<file path="config.mk">
export PLATFORM = sky130hd
export DESIGN_NAME = spi_master
export DESIGN_NICKNAME = d
export VERILOG_FILES = /design/src/rtl/spi_master.sv
export SDC_FILE = /design/constraint.sdc
export NUM_CORES = 1
export LEC_CHECK = 0
export CORE_MARGIN = 3
export CORE_UTILIZATION = 55
export DETAILED_ROUTE_END_ITERATION = 10
export DONT_BUFFER_PORTS = 1
export GPL_TIMING_DRIVEN = 0
export PLACE_DENSITY = 0.79
export RECOVER_POWER = 50
export SLEW_MARGIN = 20
export SYNTH_ARGS = -nofsm -noshare
export SYNTH_HDL_FRONTEND = slang
export SYNTH_SLANG_ARGS = --single-unit
</file>
<file path="constraint.sdc">
create_clock -name i_clk -period 1.67 [get_ports i_clk]
set_input_delay 0.167 -clock i_clk [delete_from_list [all_inputs] [get_ports i_clk]]
set_output_delay 0.167 -clock i_clk [all_outputs]
set_load 0.005 [all_outputs]
</file>
<file path="src/rtl/spi_master.sv">
// spi_master: mode-0 SPI master with setup/hold framing around a DATA_WIDTH-bit MSB-first transfer.
module spi_master #(
    parameter int DATA_WIDTH = 8,
    parameter int CLK_DIV    = 4
) (
    input  logic                  i_clk,
    input  logic                  i_rst,
    input  logic                  i_start,
    input  logic [DATA_WIDTH-1:0] i_tx_data,
    input  logic                  i_miso,
    output logic                  o_sclk,
    output logic                  o_mosi,
    output logic                  o_ss_n,
    output logic                  o_busy,
    output logic                  o_done,
    output logic [DATA_WIDTH-1:0] o_rx_data
);
    localparam int CW = $clog2(CLK_DIV + 1);
    localparam int BW = $clog2(DATA_WIDTH + 1);

    typedef enum logic [2:0] {IDLE, SETUP, SHIFT, HOLD, DONE} state_t;

    state_t                state_q, state_d;
    logic [CW-1:0]         cnt_q, cnt_d;
    logic [BW-1:0]         bit_q, bit_d;
    logic [DATA_WIDTH-1:0] tx_q, tx_d, rx_q, rx_d, rx_data_q, rx_data_d;
    logic                  sclk_q, sclk_d, mosi_q, mosi_d, ss_n_q, ss_n_d;
    logic                  busy_q, busy_d, done_q, done_d, half_end;

    always_comb begin
        state_d   = state_q;
        cnt_d     = cnt_q;
        bit_d     = bit_q;
        tx_d      = tx_q;
        rx_d      = rx_q;
        rx_data_d = rx_data_q;
        sclk_d    = 1'b0;
        half_end  = cnt_q == CW'(CLK_DIV - 1);
        if (state_q == SETUP || state_q == SHIFT || state_q == HOLD)
            cnt_d = half_end ? '0 : cnt_q + CW'(1);
        case (state_q)
            IDLE: if (i_start) begin
                state_d = SETUP;
                tx_d    = i_tx_data;
                rx_d    = '0;
                bit_d   = '0;
                cnt_d   = '0;
            end
            SETUP: state_d = half_end ? SHIFT : SETUP;
            SHIFT: begin
                sclk_d = half_end ? ~sclk_q : sclk_q;
                if (half_end && !sclk_q) rx_d = {rx_q[DATA_WIDTH-2:0], i_miso};
                // the last falling edge leaves the LSB on the line through HOLD
                if (half_end && sclk_q) begin
                    bit_d = bit_q + BW'(1);
                    if (bit_q == BW'(DATA_WIDTH - 1)) state_d = HOLD;
                    else tx_d = tx_q << 1;
                end
            end
            HOLD: if (half_end) begin
                state_d   = DONE;
                rx_data_d = rx_q;
            end
            default: state_d = IDLE;
        endcase
        ss_n_d = !(state_d == SETUP || state_d == SHIFT || state_d == HOLD);
        busy_d = state_d != IDLE;
        done_d = state_d == DONE;
        mosi_d = ss_n_d ? 1'b0 : tx_d[DATA_WIDTH-1];
    end

    always_ff @(posedge i_clk or negedge i_rst) begin
        if (!i_rst) begin
            state_q   <= IDLE;
            cnt_q     <= '0;
            bit_q     <= '0;
            tx_q      <= '0;
            rx_q      <= '0;
            rx_data_q <= '0;
            sclk_q    <= 1'b0;
            mosi_q    <= 1'b0;
            ss_n_q    <= 1'b1;
            busy_q    <= 1'b0;
            done_q    <= 1'b0;
        end else begin
            state_q   <= state_d;
            cnt_q     <= cnt_d;
            bit_q     <= bit_d;
            tx_q      <= tx_d;
            rx_q      <= rx_d;
            rx_data_q <= rx_data_d;
            sclk_q    <= sclk_d;
            mosi_q    <= mosi_d;
            ss_n_q    <= ss_n_d;
            busy_q    <= busy_d;
            done_q    <= done_d;
        end
    end

    assign o_sclk    = sclk_q;
    assign o_mosi    = mosi_q;
    assign o_ss_n    = ss_n_q;
    assign o_busy    = busy_q;
    assign o_done    = done_q;
    assign o_rx_data = rx_data_q;
endmodule
</file>
Yosys cells after proc, flatten, opt, wreduce, memory -nomap -nowiden
Index checks and enable logic that the tools add are counted.
Widths: inputs -> output; s select.
{"block": "word_totals", "register_bits": 39, "latch_bits": 0, "ramBits": 0, "mem_bits_ro": 0, "in_bits": 12, "output_inout_bits": 13, "mem_count": 0}
{"block": "classes", "n_addsub": 2, "multipliers": 0, "div": 0, "magnitude_cmp": 0, "eq_ne": 14, "shifts": 0, "mux": 23, "bitwise_logic": 1, "reduce_logical": 15}
{"cell": "$mux 8", "n": 5}
{"cell": "$pmux 8 s2", "n": 2}
{"cell": "$mux 3", "n": 8}
{"cell": "$eq 3x2->1 const B", "n": 5}
{"cell": "$pmux 3 s4", "n": 1}
{"cell": "$mux 4", "n": 2}
{"cell": "$pmux 4 s2", "n": 1}
{"cell": "$eq 3x1->1 const B", "n": 2}
{"cell": "$ne 2x2->1 const B", "n": 3}
{"cell": "$reduce_and 3->1", "n": 2}
{"cell": "$add 4x1->4 const B", "n": 1}
{"cell": "$eq 4x3->1 const B", "n": 1}
{"cell": "$logic_or 1x1->1", "n": 4}
{"cell": "$ne 2x1->1 const B", "n": 2}
{"cell": "$reduce_and 4->1", "n": 1}
{"cell": "$add 3x1->3 const B", "n": 1}
{"cell": "$eq 3x3->1 const B", "n": 1}
{"cell": "$logic_not 3->1", "n": 1}
{"cell": "$mux 1", "n": 3}
{"cell": "$reduce_bool 3->1", "n": 1}
{"cell": "$logic_and 1x1->1", "n": 2}
{"cell": "$logic_not 1->1", "n": 2}
{"cell": "$mux 2", "n": 1}
{"cell": "$reduce_and 2->1", "n": 1}
{"cell": "other kinds (2)", "n": 2}

Logic depth before layout (Yosys ltp)
Gate-level depths: netlist of the first run.
{"block": "logic_depth", "ltp_word": 8, "mapped_depth": 7, "depth_no_buf": 5}

Least setup slack after synthesis of the first run
Ideal clock, no wire load.
{"block": "synth_path", "kind": "reg2reg", "start": "reg cnt_q[0]", "end": "reg rx_data_q[0], in the netlist o_rx_data[0]", "setup_time_ns": 0.125, "t_arrival_ns": 1.604, "required_ns": 1.545, "path_slack_ns": -0.059, "path_stages_with_launch": 7, "period_less_slack_ns": 1.729, "cell_sequence": "dfrtp_1 ha_1 nor2b_1 buf_4 nand2_2 nor3_4 mux2_4"}
{"block": "synth_between", "elab_chain_cells": 2}
{"item": "from (decl)", "line_no": "24", "rtl": "logic [CW-1:0] cnt_q, cnt_d;"}
{"item": "from (signal assigned)", "line_no": "87", "rtl": "cnt_q <= cnt_d;"}
{"item": "$eq 3x2->1", "line_no": "38", "rtl": "half_end = cnt_q == CW'(CLK_DIV - 1);"}
{"item": "$reduce_and 2->1 (no source line)"}
{"item": "to (signal assigned)", "line_no": "91", "rtl": "rx_data_q <= rx_data_d;"}
{"item": "to (decl)", "line_no": "26", "rtl": "logic [DATA_WIDTH-1:0] tx_q, tx_d, rx_q, rx_d, rx_data_q, rx_data_d;"}
No other way between the ends.
A chain may end at the register's enable or synchronous reset.

Worst setup path after layout of the first run
{"block": "layout_path", "start": "reg cnt_q[1]", "end": "reg rx_data_q[6], in the netlist o_rx_data[6]"}
The elaborated chain is that of the path after synthesis.

==> results.json, run 1 <==
{
  "outcome": "finished, violations left",
  "violations": "setup timing",
  "relSlewSlack": 0.392,
  "path_clk_slew_ps": 120,
  "grt_pass1_wl_um": 5480,
  "critical-path-top-delay-family": "simple AND/OR/NAND/NOR gates",
  "place_congestion": 0.814,
  "slowest_delay_ps": 420,
  "wl_per_cell_um": 16.4,
  "holdPathStages": 2,
  "powerDensity_nw_per_um2": 1650,
  "worst_slew_pin_slew_ps": 912,
  "finalHoldViolCount": 0,
  "finalPower_mw": 3.54,
  "ys_async_sr_fraction": 1.00,
  "critical_path_buf_inv_count": 2,
  "synth_nets": 159,
  "grt_start_max_net_pins": 40,
  "final_cell_area_sq_um": 2150,
  "vdd_drop_max_mv": 0.964,
  "cts_buffers": 5,
  "ys_ff_latch": 39,
  "drt_pass1_iterations": 4,
  "root_buffer": "clkbuf_4",
  "dr.first_iter.drc_count": 72,
  "synth_cell_type_count": 38,
  "grtUsageMet1": 0.246,
  "hold_ws_ps": 33.4,
  "ys_warn_count": 0,
  "grtUsageMet3": 0.0723,
  "fin_crit_sh": 1.06,
  "grt.busiest_layer": "met2",
  "criticalPathCategory": "flip-flop to flip-flop",
  "fin_ws_ps": -107,
  "vias": 1220,
  "syn_to_final_growth_pct": 24.8,
  "crit_cells": 7,
  "grtUsageMet2": 0.311,
  "synth_cells": 145,
  "grt_use_total": 0.198,
  "synth_area_per_cell_sq_um": 11.9,
  "clkLatencyLatePin_ps": 340,
  "overflow": 0,
  "place_hpwl_um": 2050,
  "slew_violations": 0,
  "initial_core_util": 0.599,
  "grt_setup_unrepaired": "true",
  "end_kind": "flip-flop",
  "drive_gt1_frac": 0.333,
  "antenna_found_initial": 0,
  "fin_nets": 190,
  "final_cell_mix": "dfrtp_1 (37), buf_4 (19), nand2_1 (19)",
  "worstPathMaxFanout": 5,
  "layout_commonest_cell": "dfrtp_1",
  "vias_per_cell": 5.57,
  "placedInstanceArea_sq_um": 1780,
  "finalSetupTns_ps": -1000,
  "diodes": 0,
  "crit_chain": "ha_4 -> nor2b_4 -> buf_6 -> nand2_4 -> nor3_4 -> clkbuf_16 -> mux2_4",
  "synth.yosys.seq_area_share": 0.568,
  "ant_nets": 0,
  "die_w_um": 62.0,
  "p_leak_nw": 1.01,
  "die_h_um": 62.0,
  "skew_ps": 11.6,
  "yosys_most_used_dff": "dfrtp_1",
  "synth_edf_count": 0,
  "cts.path.max_buffers": 2,
  "post-route-min-period_ps": 1780,
  "startpoint_type": "flip-flop",
  "drc": 0,
  "drv_cap": 0,
  "ff2ff_path_depth": 7,
  "core_area_sq_um": 2880,
  "clkSinkCount": 39,
  "rows": 19,
  "worstHoldPathType": "input pin to flip-flop",
  "slowest_stage": "dfrtp_1",
  "grt_pass1_vias": 1182,
  "finalSetupViolCount": 15,
  "ios": 25,
  "wirelength_um": 3600,
  "cts_tree": "done",
  "crit_required_ps": 1910,
  "dp_slack_ps": -277,
  "dieArea_sq_um": 3840,
  "port_buffers": 0,
  "fillers": 190,
  "h-tree-depth": 2,
  "netlist_area_sq_um": 1720,
  "fmax_mhz": 563,
  "cp.arrival_ps": 2020
}
-- power by group --
group | switching, mW | internal (mW)
combinational | 0.654 | 0.762
clock | 0.293 | 0.248
sequential | 0.279 | 1.30
-- cells in the mapped netlist, types with 3 or more instances --
cell	instances	area (sq um)
a21o_1	6	45.0
a22o_1	8	70.1
buf_2	5	25.0
dfrtp_1	38	951
inv_1	3	11.3
mux2_4	8	120
nand2_1	19	71.3
nor2_1	9	33.8
nor3_1	3	15.0
o21ai_0	8	40.0
-- registers in the layout (all words and copies together), names as in the netlist --
| register | flops |
|---|---|
| o_rx_data | 8 |
| rx_q | 8 |
| tx_q | 8 |
| bit_q | 4 |
| cnt_q | 3 |
| state_q | 3 |
| o_busy | 1 |
| o_done | 1 |
| o_mosi | 1 |
| o_sclk | 1 |
| o_ss_n | 1 |
-- final timing paths --
kind / slack [ps] / endpoint / startpoint
max: -110 / o_rx_data[6] / cnt_q[1]
min in group asynchronous: 480 / cnt_q[1] / i_rst
max reg2reg: -110 / o_rx_data[6] / cnt_q[1]
min: 30 / tx_q[7] / i_tx_data[7]
min reg2reg: 490 / tx_q[4] / tx_q[4]
max in group asynchronous: 570 / state_q[1] / i_rst
-- repair_timing --
item,4_1_cts,5_1_grt
pin swaps,5,4
endpoints found under the setup margin,25,26
hold endpoints to repair,41,0
gates cloned,0,1
resized for setup,10,9
buffers inserted,12,7
hold buffers,4,0
-- routing by layer --
layer / vias up / part of all wire
met5: - / 0
met4: 0 / 0.012
met3: 5 / 0.053
met2: 45 / 0.53
met1: 601 / 0.41
li1: 569 / -
-- layout make-up --
type	count	area (sq um)	share of cell area
inverters	3	11.3	0.00524
plain buffers	7	56.3	0.0262
flip-flops and latches	39	978	0.455
multi-input cells	96	766	0.356
well taps	42	52.6	0.0245
clock buffers	8	68.8	0.0320
repair buffers	24	215	0.100
-- logic make-up (layout without fill, tap and decap cells) --
| logic type | count (synthesis) | count (layout) | synth area share |
|---|---|---|---|
| AO/OA/AOI/OAI | 32 | 32 | 0.132 |
| XOR/XNOR | 4 | 4 | 0.0204 |
| adder cells (fa/ha/maj) | 2 | 2 | 0.0145 |
| buffers and inverters | 10 | 42 | 0.0276 |
| flip-flops | 39 | 39 | 0.568 |
| multiplexers | 10 | 10 | 0.0821 |
| AND/OR/NAND/NOR | 48 | 48 | 0.156 |
-- through the flow --
step | std cells | utilization
after floorplan | 145 | -
after global placement | 187 | 0.619
after detailed placement | 187 | 0.619
after CTS | 211 | 0.713
after global routing | 219 | 0.747
final | 219 | 0.747
Power figures use the tool's default switching activity.
==> run 2, diff against run 1 <==
--- a/config.mk
+++ b/config.mk
@@ -5,7 +5,7 @@
 export SDC_FILE = /design/constraint.sdc
 export NUM_CORES = 1
 export LEC_CHECK = 0
-export CORE_MARGIN = 3
+export CORE_ASPECT_RATIO = 1.75
 export CORE_UTILIZATION = 55
 export DETAILED_ROUTE_END_ITERATION = 10
 export DONT_BUFFER_PORTS = 1
==> results.json, run 2 (same netlist as run 1, synthesis figures left out) <==
{
  "layout_commonest_cell": "dfrtp_1",
  "core_area_sq_um": 2960,
  "crit_chain": "ha_4 -> nor2b_4 -> buf_6 -> nand2_4 -> nor3_4 -> buf_12 -> mux2_4",
  "path_clk_slew_ps": 70,
  "startpoint_type": "flip-flop",
  "hold_ws_ps": 11.7,
  "place_hpwl_um": 2210,
  "vdd_drop_max_mv": 1.00,
  "cts_buffers": 5,
  "syn_to_final_growth_pct": 24.1,
  "powerDensity_nw_per_um2": 1750,
  "h-tree-depth": 2,
  "relSlewSlack": 0.381,
  "wirelength_um": 3460,
  "cp.arrival_ps": 1810,
  "grt_pass1_wl_um": 5530,
  "vias_per_cell": 5.75,
  "initial_core_util": 0.582,
  "wl_per_cell_um": 16.3,
  "fin_crit_sh": 0.978,
  "grt_use_total": 0.227,
  "port_buffers": 0,
  "antenna_found_initial": 0,
  "clkSinkCount": 39,
  "die_w_um": 44.3,
  "skew_ps": 9.55,
  "fin_nets": 183,
  "final_cell_area_sq_um": 2140,
  "grtUsageMet2": 0.376,
  "ios": 25,
  "die_h_um": 76.0,
  "p_leak_nw": 1.00,
  "diodes": 0,
  "criticalPathCategory": "flip-flop to flip-flop",
  "finalHoldViolCount": 0,
  "dp.cells": 187,
  "overflow": 0,
  "crit_required_ps": 1840,
  "outcome": "finished, final reports clean",
  "worst_slew_pin_slew_ps": 928,
  "post-route-min-period_ps": 1630,
  "drt_pass1_iterations": 4,
  "clkLatencyLatePin_ps": 290,
  "grt_pass1_vias": 1251,
  "slowest_stage": "dfrtp_1",
  "worstHoldPathType": "input pin to flip-flop",
  "ant_nets": 0,
  "worstPathMaxFanout": 9,
  "fin_cells": 212,
  "fmax_mhz": 612,
  "slowest_delay_ps": 400,
  "grt.busiest_layer": "met2",
  "grtUsageMet1": 0.236,
  "grtUsageMet3": 0.0450,
  "cts.path.max_buffers": 2,
  "vias": 1218,
  "dr.first_iter.drc_count": 38,
  "grt_start_max_net_pins": 40,
  "place_congestion": 0.798,
  "drv_cap": 0,
  "drc": 0,
  "end_kind": "flip-flop",
  "rrSetupSlack_ps": 40,
  "rows": 26,
  "root_buffer": "clkbuf_8",
  "finalSetupViolCount": 0,
  "drive_gt1_frac": 0.329,
  "grt_setup_unrepaired": "true",
  "critical_path_buf_inv_count": 2,
  "cts_tree": "done",
  "dieArea_sq_um": 3370,
  "critical-path-top-delay-family": "flip-flops",
  "finalSetupTns_ps": 0,
  "slew_violations": 0,
  "final_cell_mix": "dfrtp_1 (37), nand2_1 (19), buf_4 (17)",
  "placedInstanceArea_sq_um": 1780
}
run 2: changes by cell type in the layout (fill, tap and decap cells not counted), sizes merged:
cell / before / now
dlygate4sd3: 3 / 1
clkinv: 0 / 1
bufinv: 0 / 1
buf: 25 / 22
clkbuf: 11 / 7
run 2: area by class of cell:
type                    instances  area (sq um)
clock inverters                 2          35.0
inverters                       3          11.3
plain buffers                   6          56.3
well taps                      42          52.6
clock buffers                   6          82.6
repair buffers                 18           151
flip-flops and latches         39           978
fillers                       191           825
multi-input cells              96           768
run 2: path summary, 6_finish.rpt:
path,cells past startpoint,to,from
max,7,o_rx_data[4],cnt_q[1]
min,1,tx_q[0],i_tx_data[0]
max reg2reg,7,o_rx_data[4],cnt_q[1]
min reg2reg,1,tx_q[6],tx_q[6]
max in group asynchronous,2,state_q[1],i_rst
min in group asynchronous,2,rx_q[1],i_rst
run 2: metal layers:
metal  vias to the layer above  share of wire
li1                        557              -
met1                       608           0.39
met2                        43           0.54
met3                        10          0.034
met4                         0          0.035
met5                         -              0
run 2: stage by stage:
step | setup slack, ps | util | power [mW]
floorplan | -49.1 | - | 2.36
finish | 36.8 | 0.721 | 3.74
global placement | -184 | 0.602 | 2.52
global route | -61.5 | 0.721 | 3.96
CTS | -57.2 | 0.694 | 3.58
detailed placement | -253 | 0.602 | 2.59
run 2: repair_timing:
action                                  4_1_cts  5_1_grt
hold buffers                                  2        0
endpoints found under the setup margin       26       28
pin swaps                                     4        6
resized for setup                             8       17
setup buffers                                11        5
endpoints found under the hold margin        39        0
run 2: power breakdown:
part	switching, mW	total (mW)	internal [mW]
logic	0.643	1.38	0.738
registers	0.274	1.58	1.30
clock network	0.304	0.787	0.483
